--- src/rtl/fb_reader_if.sv ---
// Request, pixel-stream and AXI4-Lite read-channel bundle for fb_reader.
// master = the reader itself, slave = the environment around it.
interface fb_reader_if #(
  parameter int PIXEL_BITS     = 12,
  parameter int AXI_ADDR_WIDTH = 20,
  parameter int AXI_DATA_WIDTH = 16
);
  logic                      req_valid;
  logic                      req_ready;
  logic [AXI_ADDR_WIDTH-1:0] req_addr;
  logic                      pix_valid;
  logic                      pix_ready;
  logic [PIXEL_BITS-1:0]     pix_color;
  logic [AXI_ADDR_WIDTH-1:0] sram_axi_araddr;
  logic                      sram_axi_arvalid;
  logic                      sram_axi_arready;
  logic [AXI_DATA_WIDTH-1:0] sram_axi_rdata;
  logic [1:0]                sram_axi_rresp;
  logic                      sram_axi_rvalid;
  logic                      sram_axi_rready;
  logic                      err;

  modport master (
    input  req_valid, req_addr, pix_ready,
           sram_axi_arready, sram_axi_rdata, sram_axi_rresp, sram_axi_rvalid,
    output req_ready, pix_valid, pix_color,
           sram_axi_araddr, sram_axi_arvalid, sram_axi_rready, err
  );

  modport slave (
    output req_valid, req_addr, pix_ready,
           sram_axi_arready, sram_axi_rdata, sram_axi_rresp, sram_axi_rvalid,
    input  req_ready, pix_valid, pix_color,
           sram_axi_araddr, sram_axi_arvalid, sram_axi_rready, err
  );
endinterface

--- src/rtl/fb_reader.sv ---
// Framebuffer pixel reader: credit-limited AXI4-Lite reads, in-order pixel stream.
// Optional FB_READER_ERR_CHECK_EN: sticky err on bad rresp or unexpected R beat.
module fb_reader #(
  parameter int PIXEL_BITS      = 12,
  parameter int AXI_ADDR_WIDTH  = 20,
  parameter int AXI_DATA_WIDTH  = 16,
  parameter int MAX_OUTSTANDING = 4
) (
  input logic         clk,
  input logic         rst_n,
  fb_reader_if.master bus
);
  localparam int PW = $clog2(MAX_OUTSTANDING);
  localparam int CW = PW + 1;
  localparam logic [CW-1:0] CMAX = CW'(MAX_OUTSTANDING);

  typedef enum logic {IDLE, ADDR} state_t;

  state_t                    state_q;
  logic [AXI_ADDR_WIDTH-1:0] araddr_q;
  logic                      arvalid_q;
  logic                      rready_q;
  logic [CW-1:0]             credits_q, credits_d;
  logic [CW-1:0]             inflight_q, inflight_d;
  logic [CW-1:0]             wr_ptr_q, wr_ptr_d;
  logic [CW-1:0]             rd_ptr_q, rd_ptr_d;
  logic                      err_q, err_d;
  logic [PIXEL_BITS-1:0]     mem_q [MAX_OUTSTANDING];

  logic credit_ok, req_acc, ar_hs, r_hs, beat_ok, fifo_empty, pop;
  logic unused_in;

  assign credit_ok  = credits_q < CMAX;
  assign req_acc    = bus.req_valid && bus.req_ready;
  assign ar_hs      = arvalid_q && bus.sram_axi_arready;
  assign r_hs       = bus.sram_axi_rvalid && rready_q;
  // A beat with nothing in flight belongs to no request (e.g. issued before reset).
  assign beat_ok    = r_hs && (inflight_q != '0);
  assign fifo_empty = (wr_ptr_q == rd_ptr_q);
  assign pop        = !fifo_empty && bus.pix_ready;
  assign unused_in  = ^{bus.sram_axi_rdata, bus.sram_axi_rresp};

  assign bus.req_ready        = (state_q == ADDR) ? (bus.sram_axi_arready && credit_ok) : credit_ok;
  assign bus.sram_axi_araddr  = araddr_q;
  assign bus.sram_axi_arvalid = arvalid_q;
  assign bus.sram_axi_rready  = rready_q;
  assign bus.pix_valid        = !fifo_empty;
  assign bus.pix_color        = fifo_empty ? '0 : mem_q[rd_ptr_q[PW-1:0]];
  assign bus.err              = err_q;

  // AR channel: a new request may replace the address only on the handshake edge.
  always_ff @(posedge clk or negedge rst_n) begin
    if (!rst_n) begin
      state_q   <= IDLE;
      araddr_q  <= '0;
      arvalid_q <= 1'b0;
    end else begin
      case (state_q)
        IDLE: if (req_acc) begin
          araddr_q  <= bus.req_addr;
          arvalid_q <= 1'b1;
          state_q   <= ADDR;
        end
        ADDR: if (ar_hs) begin
          if (req_acc) begin
            araddr_q <= bus.req_addr;
          end else begin
            arvalid_q <= 1'b0;
            state_q   <= IDLE;
          end
        end
        default: state_q <= IDLE;
      endcase
    end
  end

  always_comb begin
    credits_d  = credits_q + CW'(req_acc) - CW'(pop);
    inflight_d = inflight_q + CW'(ar_hs) - CW'(beat_ok);
    wr_ptr_d   = wr_ptr_q + CW'(beat_ok);
    rd_ptr_d   = rd_ptr_q + CW'(pop);
    err_d      = err_q;
`ifdef FB_READER_ERR_CHECK_EN
    if (r_hs && ((bus.sram_axi_rresp != 2'b00) || (inflight_q == '0))) err_d = 1'b1;
`endif
  end

  always_ff @(posedge clk or negedge rst_n) begin
    if (!rst_n) begin
      rready_q   <= 1'b0;
      credits_q  <= '0;
      inflight_q <= '0;
      wr_ptr_q   <= '0;
      rd_ptr_q   <= '0;
      err_q      <= 1'b0;
    end else begin
      rready_q   <= 1'b1;
      credits_q  <= credits_d;
      inflight_q <= inflight_d;
      wr_ptr_q   <= wr_ptr_d;
      rd_ptr_q   <= rd_ptr_d;
      err_q      <= err_d;
    end
  end

  // Credits reserve a slot for every issued read, so a write never meets a full FIFO.
  always_ff @(posedge clk) begin
    if (beat_ok) mem_q[wr_ptr_q[PW-1:0]] <= bus.sram_axi_rdata[PIXEL_BITS-1:0];
  end
endmodule

--- src/flat_wrapper.sv ---
// flat-port wrapper written by rule: the top's interface ports become plain ports
module fb_reader_flat 
#(
  parameter int PIXEL_BITS      = 12,
  parameter int AXI_ADDR_WIDTH  = 20,
  parameter int AXI_DATA_WIDTH  = 16,
  parameter int MAX_OUTSTANDING = 4
)
  (clk, rst_n, bus_req_valid, bus_req_addr, bus_pix_ready, bus_sram_axi_arready, bus_sram_axi_rdata, bus_sram_axi_rresp, bus_sram_axi_rvalid, bus_req_ready, bus_pix_valid, bus_pix_color, bus_sram_axi_araddr, bus_sram_axi_arvalid, bus_sram_axi_rready, bus_err);
  fb_reader_if #(.PIXEL_BITS(PIXEL_BITS), .AXI_ADDR_WIDTH(AXI_ADDR_WIDTH), .AXI_DATA_WIDTH(AXI_DATA_WIDTH)) bus_i ();
  input logic clk;
  input logic rst_n;
  input wire logic [$bits(bus_i.req_valid)-1:0] bus_req_valid;
  input wire logic [$bits(bus_i.req_addr)-1:0] bus_req_addr;
  input wire logic [$bits(bus_i.pix_ready)-1:0] bus_pix_ready;
  input wire logic [$bits(bus_i.sram_axi_arready)-1:0] bus_sram_axi_arready;
  input wire logic [$bits(bus_i.sram_axi_rdata)-1:0] bus_sram_axi_rdata;
  input wire logic [$bits(bus_i.sram_axi_rresp)-1:0] bus_sram_axi_rresp;
  input wire logic [$bits(bus_i.sram_axi_rvalid)-1:0] bus_sram_axi_rvalid;
  output wire logic [$bits(bus_i.req_ready)-1:0] bus_req_ready;
  output wire logic [$bits(bus_i.pix_valid)-1:0] bus_pix_valid;
  output wire logic [$bits(bus_i.pix_color)-1:0] bus_pix_color;
  output wire logic [$bits(bus_i.sram_axi_araddr)-1:0] bus_sram_axi_araddr;
  output wire logic [$bits(bus_i.sram_axi_arvalid)-1:0] bus_sram_axi_arvalid;
  output wire logic [$bits(bus_i.sram_axi_rready)-1:0] bus_sram_axi_rready;
  output wire logic [$bits(bus_i.err)-1:0] bus_err;
  assign bus_i.req_valid = bus_req_valid;
  assign bus_i.req_addr = bus_req_addr;
  assign bus_i.pix_ready = bus_pix_ready;
  assign bus_i.sram_axi_arready = bus_sram_axi_arready;
  assign bus_i.sram_axi_rdata = bus_sram_axi_rdata;
  assign bus_i.sram_axi_rresp = bus_sram_axi_rresp;
  assign bus_i.sram_axi_rvalid = bus_sram_axi_rvalid;
  assign bus_req_ready = bus_i.req_ready;
  assign bus_pix_valid = bus_i.pix_valid;
  assign bus_pix_color = bus_i.pix_color;
  assign bus_sram_axi_araddr = bus_i.sram_axi_araddr;
  assign bus_sram_axi_arvalid = bus_i.sram_axi_arvalid;
  assign bus_sram_axi_rready = bus_i.sram_axi_rready;
  assign bus_err = bus_i.err;
  fb_reader #(.PIXEL_BITS(PIXEL_BITS), .AXI_ADDR_WIDTH(AXI_ADDR_WIDTH), .AXI_DATA_WIDTH(AXI_DATA_WIDTH), .MAX_OUTSTANDING(MAX_OUTSTANDING)) u_core (.clk(clk), .rst_n(rst_n), .bus(bus_i));
endmodule
--- config.mk ---
export PLATFORM = sky130hd
export DESIGN_NAME = fb_reader_flat
export DESIGN_NICKNAME = d
export VERILOG_FILES = /design/src/rtl/fb_reader_if.sv /design/src/rtl/fb_reader.sv /design/src/flat_wrapper.sv
export SDC_FILE = /design/constraint.sdc
export NUM_CORES = 1
export LEC_CHECK = 0
export CAP_MARGIN = 40
export CORE_MARGIN = 2
export CORE_UTILIZATION = 30
export DETAILED_ROUTE_END_ITERATION = 7
export PLACE_DENSITY = 0.61
export SYNTH_ARGS = -nofsm -noshare
export SYNTH_HDL_FRONTEND = slang
export SYNTH_SLANG_ARGS = --single-unit
--- constraint.sdc ---
create_clock -name clk -period 5.5 [get_ports clk]
set_clock_uncertainty 0.2 [all_clocks]
set_input_delay 1.1 -clock clk [delete_from_list [all_inputs] [get_ports clk]]
set_output_delay 1.1 -clock clk [all_outputs]
set_load 0.01 [all_outputs]
==> results.md <==
* Status: finished clean
* Clk buf depth at 2
* Ranking of synthesized cells by area: edfxtp_1 42%, dfrtp_1 26%, mux2_1 6.6%, mux4_2 6.6%, nor2b_4 4.0%
* Crit path max fanout at 14
* Clk slew on worst S/H paths at 0.06 ns
* Hold buffer count at cts at 0
* Setup crit end kind: primary output
* Internal Pwr Total at 1.792 mW
* Multiplexer area fraction after synthesis at 0.1471
* CP Cell Sequence: xor2_1 > nor3_4 > buf_4 > nor2b_1 > clkdlybuf4s50_1
* Multi-input gate area at about 1000 sq um
* Complex-gate fraction of the synthesized area at 0.01281
* Crit share post-route at 0.7190
* Comb power frac at 0.396
* Sw frac at 0.3004
* Area of the mapped netlist at about 3400 sq um
* Post-CTS Resized at 0
* Critical path data required time at 4.20 ns
* Slew HR at 0.5421
* Initial cell density of the core at 0.3112
* Final Max Tran Viols at 0
* Final Non-Filler Cells at between 400 and 500
* Nets at about 320
* Setup violators final at 0
* Switching power at 0.7695 mW
* Worst Setup Path Type: reg2out
* Post-synth top area share at 0.4217
* Die W at roughly 110 um
* DP HPWL at slightly above 4000 um
* Placed cells at between 300 and 400
* Global-route wire length before repair at between 10,000 and 15,000 um
* Number of synthesized flops with an enable pin at between 40 and 50
* Achievable clock frequency at 252.9 MHz
* Rows at 38
* Largest family of logic cells by synthesized area: multiplexers
* I/O pin count at 81
* Number of global-route vias before repair at roughly 1,900
* GPL Wtd Cong at roughly 0.66
* Sink Count at 83
* Post-Syn Instances at 183
* TritonCTS Buffers at 9
* Placed cell areas at between 4000 and 5000 sq um
* All-Layer GR Usage at 0.1060
* Sequential Power Share at 0.372
* Vias per cell at roughly 4.4
* Worst Max-Slew Pin Slew at between 0.6 and 0.7 ns
* RSZ-0062 raised after global routing: no
* Simple-gate share of the synthesized area at 0.06479
* Pwr per Cell Area at about 550 nW/um^2
* Final hold vios at 0
* Post-DR wirelength/cell at between 10 and 15 um
* DRC at 0
* Minimum clock period at between 3 and 4 ns
* Slowest stage delay, CP at 0.78 ns
* Clk root buf: clkbuf_16
* Distinct cell type count after synthesis at 31
* I/O Buffers at 73
* Antenna Nets Post-Route at 0
* H-tree Lvls at 3
* Setup Fix Bufs, Post-CTS at 0
* Main synth FF type: edfxtp_1
* Setup TNS at 0 ns
* Fillers at slightly above 1,000
* Crit path DAT at 2.65 ns
* Clock Power Share at 0.232
* Drt first pass iters at 3
* Max IR drop VDD at about 300 uV
* Adder-cell share of the synthesized area at 0.04100
* Initial antenna violation count at 0
* Core ar. at around 11,000 sq um
* Syn Area/Cell at roughly 19 sq um
* CP max stage cell: dfrtp_1
* P&R area growth vs syn at 35.58%
* Sequential share of the synthesized area at 0.6779
* Largest net degree at the start of global routing at 36
* Post-route cell area at ~4600 sq um
* Die area at between 10,000 and 15,000 sq um
* Die Y-Extent at roughly 110 um
* Largest area contributor in the netlist: edfxtp_1
* Layout cells sized above 1 at 0.1758
* Post-synth ARST share at 0.4217
* Later-pin clock latency in the skew report at 0.32 ns
* Yosys warning count at 0
* Hold crit path type: reg2reg
* TritonCTS clock tree: yes
* # Max-Cap Violations at 0
* Total gr overflow at 0
* Leak Pwr at roughly 1.8 nW
* XOR/XNOR Fraction of Synth Area at 0.02306
* Routed WL at between 6000 and 7000 um
* # diodes at 0
* Reg area at 2317 sq um
* Total number of vias at between 1,500 and 2,000
* Initial DRC count at 47
* Worst setup SP type: flop
* Syn Nets at ~240
* #FFs+latches synth at a little over 80
[flip-flops by register name (all words and copies together) (netlist names), 3 cells and up]
name                        flops
u_core.credits_q                3
u_core.wr_ptr_q                 3
u_core.inflight_q               3
u_core.rd_ptr_q                 3
u_core.bus.sram_axi_araddr     20
u_core.mem_q                   48
[worst max-delay path: cells and delay by family, from the launching register on]
kind | cells | cell delay (ns)
buffers and inverters | 2 | 0.84
flip-flops | 1 | 0.78
AND/OR/NAND/NOR | 2 | 0.50
XOR/XNOR | 1 | 0.20
[cells by family (layout without fill, tap and decap cells)]
logic type | Yosys count | after routing
AND/OR/NAND/NOR | 23 | 23
other | 2 | 2
flip-flops | 83 | 83
buffers and inverters | 18 | 108
adder cells (fa/ha/maj) | 10 | 10
AO/OA/AOI/OAI | 6 | 6
multiplexers | 32 | 32
XOR/XNOR | 9 | 9
[power by group through the flow]
stage / clock network (mW) / registers (mW) / logic [mW]
6_report: 0.595 / 0.952 / 1.01
5_1_grt: 0.644 / 0.977 / 1.10
4_1_cts: 0.613 / 0.957 / 1.04
3_5_place_dp: 0 / 0.964 / 1.03
3_3_place_gp: 0 / 0.958 / 1.01
2_1_floorplan: 0 / 0.957 / 0.574
[placed cells by master (no fill, tap or decap), types with 2 or more instances in the layout]
| cell type | synthesis | routed |
|---|---|---|
| a21oi_1 | 2 | 2 |
| buf_4 | 1 | 6 |
| clkbuf_16 | 0 | 9 |
| clkdlybuf4s50_1 | 0 | 73 |
| clkinv_4 | 0 | 3 |
| conb_1 | 2 | 2 |
| dfrtp_1 | 35 | 35 |
| edfxtp_1 | 48 | 48 |
| fa_1 | 2 | 2 |
| ha_1 | 8 | 8 |
| inv_1 | 11 | 11 |
| mux2_1 | 20 | 20 |
| mux4_1 | 2 | 2 |
| mux4_2 | 10 | 10 |
| nand2_1 | 2 | 2 |
| nor2_1 | 2 | 2 |
| nor2b_1 | 3 | 3 |
| nor2b_4 | 10 | 10 |
| xnor2_1 | 3 | 3 |
| xor2_1 | 6 | 6 |
[final cells by class]
cell class              instances  area share
repair buffers                 80      0.1706
well taps                     140     0.03780
flip-flops and latches         83      0.5000
clock buffers                   9     0.04860
inverters                      12    0.009719
clock inverters                 7     0.01647
multi-input cells              82      0.2168
[routing by layer]
layer	GRT usage	share of wire	vias to the layer above
li1	-	-	838
met1	0.1311	0.44	894
met2	0.1640	0.46	72
met3	0.06014	0.098	2
met4	0.02000	0.0015	0
met5	0	0	-
[path summary, 6_finish.rpt]
| check | from | endpoint | slack, ns | cells past startpoint |
|---|---|---|---|---|
| max | u_core.rd_ptr_q[1] | bus_pix_color[10] | 1.55 | 5 |
| min | u_core.bus.sram_axi_araddr[15] | u_core.bus.sram_axi_araddr[15] | 0.29 | 1 |
| max reg2reg | u_core.rd_ptr_q[1] | u_core.credits_q[2] | 2.43 | 9 |
| min reg2reg | u_core.bus.sram_axi_araddr[15] | u_core.bus.sram_axi_araddr[15] | 0.29 | 1 |
| max in group asynchronous | rst_n | u_core.bus.sram_axi_araddr[6] | 3.79 | 2 |
| min in group asynchronous | rst_n | u_core.bus.sram_axi_araddr[5] | 0.99 | 2 |
[Yosys cell counts, types with 2 or more instances]
cell type,instances
a21oi_1,2
buf_6,3
conb_1,2
dfrtp_1,35
edfxtp_1,48
fa_1,2
ha_1,8
inv_1,11
mux2_1,20
mux4_1,2
mux4_2,10
nand2_1,2
nor2_1,2
nor2b_1,3
nor2b_4,10
xnor2_1,3
xor2_1,6
[through the flow]
stage                     hold WS, ns  utilization  worst slack (ns)  total power, mW
after floorplan                0.2579            -             2.679            1.531
after global placement         0.2657       0.3925             1.759            1.968
after detailed placement       0.2737       0.3945             1.757            1.997
after CTS                      0.2890       0.4220             1.463            2.607
after global routing           0.3049       0.4220             1.323            2.724
final                          0.2857       0.4220             1.546            2.561
No activity file was read; power rests on OpenSTA's default activity.
